===== src/rtl/alu_issue_queue.sv =====
// Issue queue in front of the combinational ALU: show-ahead FIFO of instr_t words
// that drops illegal encodings (saturating count) and flags divide-by-zero at the head.
package alu_issue_pkg;
    typedef union packed {
        logic [31:0]        u_data;
        logic signed [31:0] s_data;
    } data_u;

    typedef struct packed {
        logic [31:0] opc;
        logic [31:0] op_type;
        data_u       op_a;
        data_u       op_b;
    } instr_t;

    // opc: 0 add, 1 sub, 2 mul, 3 div, 4 and, 5 or; op_type: 0 unsigned, 1 signed
    localparam logic [31:0] OPC_DIV   = 32'd3;
    localparam logic [31:0] OPC_LAST  = 32'd5;
    localparam logic [31:0] TYPE_LAST = 32'd1;
endpackage

module alu_issue_queue
    import alu_issue_pkg::*;
#(
    parameter int DEPTH = 4,
    parameter int CNT_W = 8
) (
    input  logic                    clk,
    input  logic                    rst,
    input  logic                    flush,
    input  logic                    in_valid,
    output logic                    in_ready,
    input  instr_t                  in_instr,
    output instr_t                  IW,
    output logic                    iw_valid,
    input  logic                    iw_ready,
    output logic                    iw_dz,
    output logic [$clog2(DEPTH):0]  count,
    output logic [CNT_W-1:0]        err_cnt
);
    localparam int AW = $clog2(DEPTH);

    instr_t          mem [DEPTH];
    logic [AW-1:0]   wr_ptr_reg, wr_ptr_next;
    logic [AW-1:0]   rd_ptr_reg, rd_ptr_next;
    logic [AW:0]     count_reg, count_next;
    logic [CNT_W-1:0] err_cnt_reg, err_cnt_next;

    logic legal;
    logic wr_en;
    logic err_en;
    logic pop_en;

    assign in_ready = (count_reg < (AW+1)'(DEPTH));
    assign iw_valid = (count_reg != '0);
    assign count    = count_reg;
    assign err_cnt  = err_cnt_reg;

    always_comb begin
        legal  = (in_instr.opc <= OPC_LAST) && (in_instr.op_type <= TYPE_LAST);
        // flush swallows everything presented in its cycle, including the error tally
        wr_en  = in_valid && in_ready && legal && !flush;
        err_en = in_valid && in_ready && !legal && !flush;
        pop_en = iw_valid && iw_ready && !flush;
    end

    always_comb begin
        IW    = iw_valid ? mem[rd_ptr_reg] : '0;
        iw_dz = iw_valid && (IW.opc == OPC_DIV) && (IW.op_b.u_data == 32'd0);
    end

    always_comb begin
        wr_ptr_next  = wr_ptr_reg;
        rd_ptr_next  = rd_ptr_reg;
        count_next   = count_reg;
        err_cnt_next = err_cnt_reg;
        if (flush) begin
            wr_ptr_next = '0;
            rd_ptr_next = '0;
            count_next  = '0;
        end else begin
            if (wr_en)
                wr_ptr_next = wr_ptr_reg + AW'(1);
            if (pop_en)
                rd_ptr_next = rd_ptr_reg + AW'(1);
            count_next = count_reg + (AW+1)'(wr_en) - (AW+1)'(pop_en);
            if (err_en && (err_cnt_reg != '1))
                err_cnt_next = err_cnt_reg + CNT_W'(1);
        end
    end

    always_ff @(posedge clk) begin
        if (rst) begin
            wr_ptr_reg  <= '0;
            rd_ptr_reg  <= '0;
            count_reg   <= '0;
            err_cnt_reg <= '0;
        end else begin
            wr_ptr_reg  <= wr_ptr_next;
            rd_ptr_reg  <= rd_ptr_next;
            count_reg   <= count_next;
            err_cnt_reg <= err_cnt_next;
        end
    end

    // Storage is never cleared; the IW mask hides stale entries.
    always_ff @(posedge clk) begin
        if (wr_en && !rst)
            mem[wr_ptr_reg] <= in_instr;
    end
endmodule


===== config.mk =====
export PLATFORM = sky130hd
export DESIGN_NAME = alu_issue_queue
export DESIGN_NICKNAME = d
export VERILOG_FILES = /design/src/rtl/alu_issue_queue.sv
export SDC_FILE = /design/constraint.sdc
export NUM_CORES = 1
export LEC_CHECK = 0
export CORE_MARGIN = 2
export CORE_UTILIZATION = 35
export CTS_CLUSTER_DIAMETER = 200
export DETAILED_ROUTE_END_ITERATION = 8
export PLACE_DENSITY = 0.59
export SLEW_MARGIN = 5
export SYNTH_ARGS = -nofsm -noshare
export SYNTH_HDL_FRONTEND = slang
export SYNTH_SLANG_ARGS = --single-unit

===== constraint.sdc =====
create_clock -name clk -period 22.3 [get_ports clk]
set_input_delay 6.69 -clock clk [delete_from_list [all_inputs] [get_ports clk]]
set_output_delay 6.69 -clock clk [all_outputs]
set_load 0.05 [all_outputs]

# Word level (Yosys, flattened, before mapping)
# Memory sizes are Yosys's and may differ from the RTL's. A register that Yosys moved wholly into a read port is not among the register bits.
# Cells that the tools add are included.
totals:
  register_bits: 15
  ram_bits: 512
  mem_count: 1
memory_table:
  columns: ["name", "words", "word_bits", "rd", "rd_ports_with_merged_regs", "wr", "line", "rtl"]
  rows:
  - ["mem", 4, 128, 1, 1, 1, "43", "instr_t mem [DEPTH];"]
op_classes:
  addsub: 5
  order_cmp: 3
  eq_ne: 2
  mux: 5
  bitwise_logic: 1
  n_reduce_logical: 19
op_table:
  columns: ["operator", "n"]
  rows:
  - ["128-bit 2-to-1 mux", 1]
  - ["32-bit by 2-bit == test with 1-bit output, second input constant", 1]
  - ["32-bit by 1-bit less-or-equal comparator with 1-bit output, second input constant", 1]
  - ["32-bit by 3-bit less-or-equal comparator with 1-bit output, second input constant", 1]
  - ["32-bit logical NOT", 1]
  - ["1-bit logical AND", 12]
  - ["8-bit by 1-bit adder with 8-bit output, second input constant", 1]
  - ["8-bit != test, second input constant", 1]
  - ["2-bit by 1-bit adder with 2-bit output, second input constant", 2]
  - ["2-bit 2-to-1 mux", 2]
  - ["3-bit by 1-bit adder with 3-bit output", 1]
  - ["1-bit logical NOT", 3]
  - ["3-bit < comparator, second input constant", 1]
  - ["3-bit nonzero test", 1]
  - ["3-bit by 1-bit subtractor with 3-bit output", 1]
  - ["1-bit 2-to-1 mux", 2]
  - ["2-bit AND reduction", 1]
  - ["2-bit OR reduction", 1]
  - ["1-bit inverter", 1]

# Depth between registers and ports, before layout
logic_depth:
  depth_word: 7
  ltp_mapped: 11

# Worst setup path after synthesis
# No wires, ideal clock.
synth_timing:
  path_type: "input -> register"
  start: "input port in_instr[90] in the netlist's numbering"
  end: "memory mem[1][0] in the netlist's numbering (enable)"
  arrival_time_ps: 16933
  setup_slack_ps: 4569
  stages: 5
  n_path_buf: 0
  cell_sequence: "nor4_1 > nand4_1 > nor3_1 > nand2_1 > nor3b_1"
synth_via:
  elab_chain_len: 7
synth_lines:
  columns: ["element", "line", "rtl"]
  rows:
  - ["start: declaration", "33", "input instr_t in_instr,"]
  - ["32-bit by 1-bit less-or-equal comparator with 1-bit output", "60", "legal = (in_instr.opc <= OPC_LAST) && (in_instr.op_type <= TYPE_LAST);"]
  - ["1-bit logical AND", "60", null]
  - ["1-bit logical AND (2 in series)", "62", "wr_en = in_valid && in_ready && legal && !flush;"]
  - ["1-bit logical AND", "108", "if (wr_en && !rst)"]
  - ["1-bit 2-to-1 mux", "108", null]
  - ["1-bit 2-to-1 mux (implied by the code)", "109", "mem[wr_ptr_reg] <= in_instr;"]
  - ["end: declaration", "43", null]
# Every way passes these cells.

==> impl_metrics.py <==
metrics = {
    "clock_tree": {
        "cts_buffers": 55,
        "insertion_delay_ns": 0.60,
        "clk_pin_slew_worst_paths_ns": 0.06,
        "cts_root_buffer": "clkbuf_16",
        "cts_post_setup_buffers_inserted": 0,
        "post_cts_resized": 0,
        "htree_levels": 2,
        "cts_tree": "yes",
        "hold_buffers": 0,
        "cts.sinks": 529,
        "cts_buffer_depth": 3,
    },
    "floorplan": {
        "fp.dieH_microns": 246,
        "fp.dieW_microns": 246,
        "core_area_sq_mm": 0.0577,
        "ioPinCount": 275,
        "num_rows": 88,
        "dieArea_sq_mm": 0.0604,
        "initial_core_util": 0.355,
    },
    "setup_path": {
        "critPathMaxFanout": 85,
        "critical_path_arrival_ns": 5.09,
        "reg2reg_from": "count[2]$_SDFF_PP0_",
        "reg2reg_depth": 7,
        "startpoint_type": "flop",
        "reg2reg_slack_ns": 19.01,
        "critPathRequiredTime_ns": 15.61,
        "crit_end": "iw_dz",
        "end_kind": "output port",
        "critical_path_class": "flop to output port",
        "rr_endpoint": "mem[3][18]$_DFFE_PP_",
    },
    "yosys": {
        "synth.top_cell.area_share": 0.751,
        "synth_cell_types": 34,
        "synth_top_area_cell": "edfxtp_1",
        "yosysSeqAreaShare": 0.768,
        "synth-edff-count": 512,
        "synth.avg_cell_area_sq_um": 21.4,
        "synth_seq_cells": 529,
        "synth_area_leaders": "edfxtp_1 75%, mux4_2 14%, and2_1 3.9%, dfxtp_1 1.7%, nor4_1 0.95%",
        "ys_warn_count": 0,
        "syn_inst": 956,
        "syn_nets": 1097,
        "synth_area_sq_mm": 0.0205,
        "async_reset_ff_frac": 0,
        "yosys_most_used_dff": "edfxtp_1",
    },
    "cells_and_area": {
        "final_common_cell": "edfxtp_1",
        "stdcell_count": 2063,
        "layout_common_cells": "512 x edfxtp_1, 274 x clkdlybuf4s50_1, 129 x and2_1",
        "largest_reg_flops": 512,
        "num-nets-final": 1399,
        "regArea_sq_mm": 0.0157,
        "drive_above_1_share": 0.176,
        "finalInstanceArea_sq_mm": 0.0257,
        "multi_input_area_sq_mm": 0.00450,
        "nFillCells": 4998,
        "area_growth_pct": 25.7,
    },
    "timing": {
        "post-route-min-period_ns": 11.78,
        "setup_violations": 0,
        "worst_slack_ns": 10.52,
        "worst_pin_slew_ns": 1.16,
        "rsz0062_at_grt": "no",
        "hold_violations": 0,
        "max_clock_freq_ghz": 0.0849,
        "finClkSkew_ns": 0.0249,
        "fin_crit_sh": 0.528,
        "drv_slew": 0,
        "max_slew_margin": 0.229,
        "setup_tns_ns": 0,
    },
    "grt": {
        "grt_antenna_before_repair": 4,
        "grt_max_degree": 86,
        "grt_pass1_wl_mm": 68.7,
        "grtUsageTotal": 0.154,
        "gr-total-overflow": 0,
        "first_global_vias": 10800,
    },
    "power_and_ir_drop": {
        "finalPower_uw": 1960,
        "p_clk_frac": 0.425,
        "swShare": 0.193,
        "vdd_ir_drop_max_uv": 60.0,
        "p_int_uw": 1580,
        "power_frac_seq": 0.555,
        "power_frac_comb": 0.020,
        "switchingPower_uw": 378,
        "powerDensity_mw_per_mm2": 76.3,
        "leakage_uw": 0.00783,
    },
    "route": {
        "via_per_inst": 4.96,
        "postRouteAntennaNets": 0,
        "first_pass_iters": 4,
        "wl_mm": 46.8,
        "drc": 0,
        "first_iter_violations": 496,
        "wire_per_inst_microns": 22.7,
        "vias": 10200,
    },
    "place": {
        "place_ws_ns": 11.00,
        "dpl_cell_area_sq_mm": 0.0241,
        "dp.cells": 1966,
        "dp_hpwl_mm": 28.7,
        "port_buffers": 274,
        "finalWeightedCongestion": 0.732,
    },
    "outcome": {
        "status": "completed",
    },
    "worst_hold_path": {
        "hold_path_class": "flop to flop",
    },
    "run": {
        "drv_cap": 0,
    },
}
==> power groups by stage <==
stage          Combinational [uW]  Sequential [uW]  Clock [uW]
2_1_floorplan                1.87             1110           0
3_3_place_gp                 38.4             1110           0
3_5_place_dp                 40.0             1110           0
4_1_cts                      40.2             1090         859
5_1_grt                      42.9             1090         896
6_report                     39.7             1090         834
==> final cells by class <==
class / count / share of cell area
Sequential cell: 529 / 0.611
Timing Repair Buffer: 291 / 0.112
Inverter: 9 / 0.00131
Antenna cell: 1 / 0.0000973
Clock buffer: 72 / 0.0577
Tap cell: 765 / 0.0372
Clock inverter: 24 / 0.00540
Multi-Input combinational cell: 372 / 0.175
==> synthesized netlist by cell type, drive strengths merged, types with 7 or more instances <==
master    n
edfxtp  512
dfxtp    17
clkbuf   19
buf      27
nand3     8
nor4     32
nor2      8
ha        7
a21oi     8
and2    129
inv       9
mux4    128
==> per-stage QoR <==
stage	util	hold WS, ns
global placement	0.418	0.503
CTS	0.446	0.527
global route	0.446	0.560
detailed placement	0.418	0.513
finish	0.446	0.518
floorplan	-	0.485
==> how the worst min path moves through the flow <==
stage	start	end	slack, ns	cells after the start
2_1_floorplan	rd_ptr_reg[1]$_SDFFE_PP0P_	flop	0.48	2
3_3_place_gp	err_cnt[7]$_SDFFE_PP0P_	err_cnt[7]$_SDFFE_PP0P_	0.50	2
3_5_place_dp	err_cnt[7]$_SDFFE_PP0P_	err_cnt[7]$_SDFFE_PP0P_	0.51	2
4_1_cts	err_cnt[7]$_SDFFE_PP0P_	err_cnt[7]$_SDFFE_PP0P_	0.53	2
5_1_grt	err_cnt[7]$_SDFFE_PP0P_	err_cnt[7]$_SDFFE_PP0P_	0.56	2
6_report	err_cnt[7]$_SDFFE_PP0P_	err_cnt[7]$_SDFFE_PP0P_	0.52	2
==> layer usage <==
layer  GRT usage  routed length [microns]  up-vias
met5           0                       57        -
met4      0.0419                      982        8
met3      0.0368                     2610       73
met2       0.261                    23500      246
met1       0.200                    19600     5375
li1            -                        -     4532
==> cell families after synthesis <==
| kind of cell | share of synthesized area |
|---|---|
| buf+inv | 0.0133 |
| xor+xnor | 0.00171 |
| compound gates | 0.00465 |
| simple gates | 0.0650 |
| fa+ha+maj | 0.00526 |
| mux | 0.142 |
| flops | 0.768 |
==> critical path, stage by stage, from the launching register on <==
cell and delay, ns:
dfxtp_4 0.94, buf_12 0.49, mux4_2 0.61, nor4_1 0.57
nand4_1 0.35, nor4_2 0.34, clkdlybuf4s50_1 0.86
Note: power is estimated with default switching activity, not from simulation.
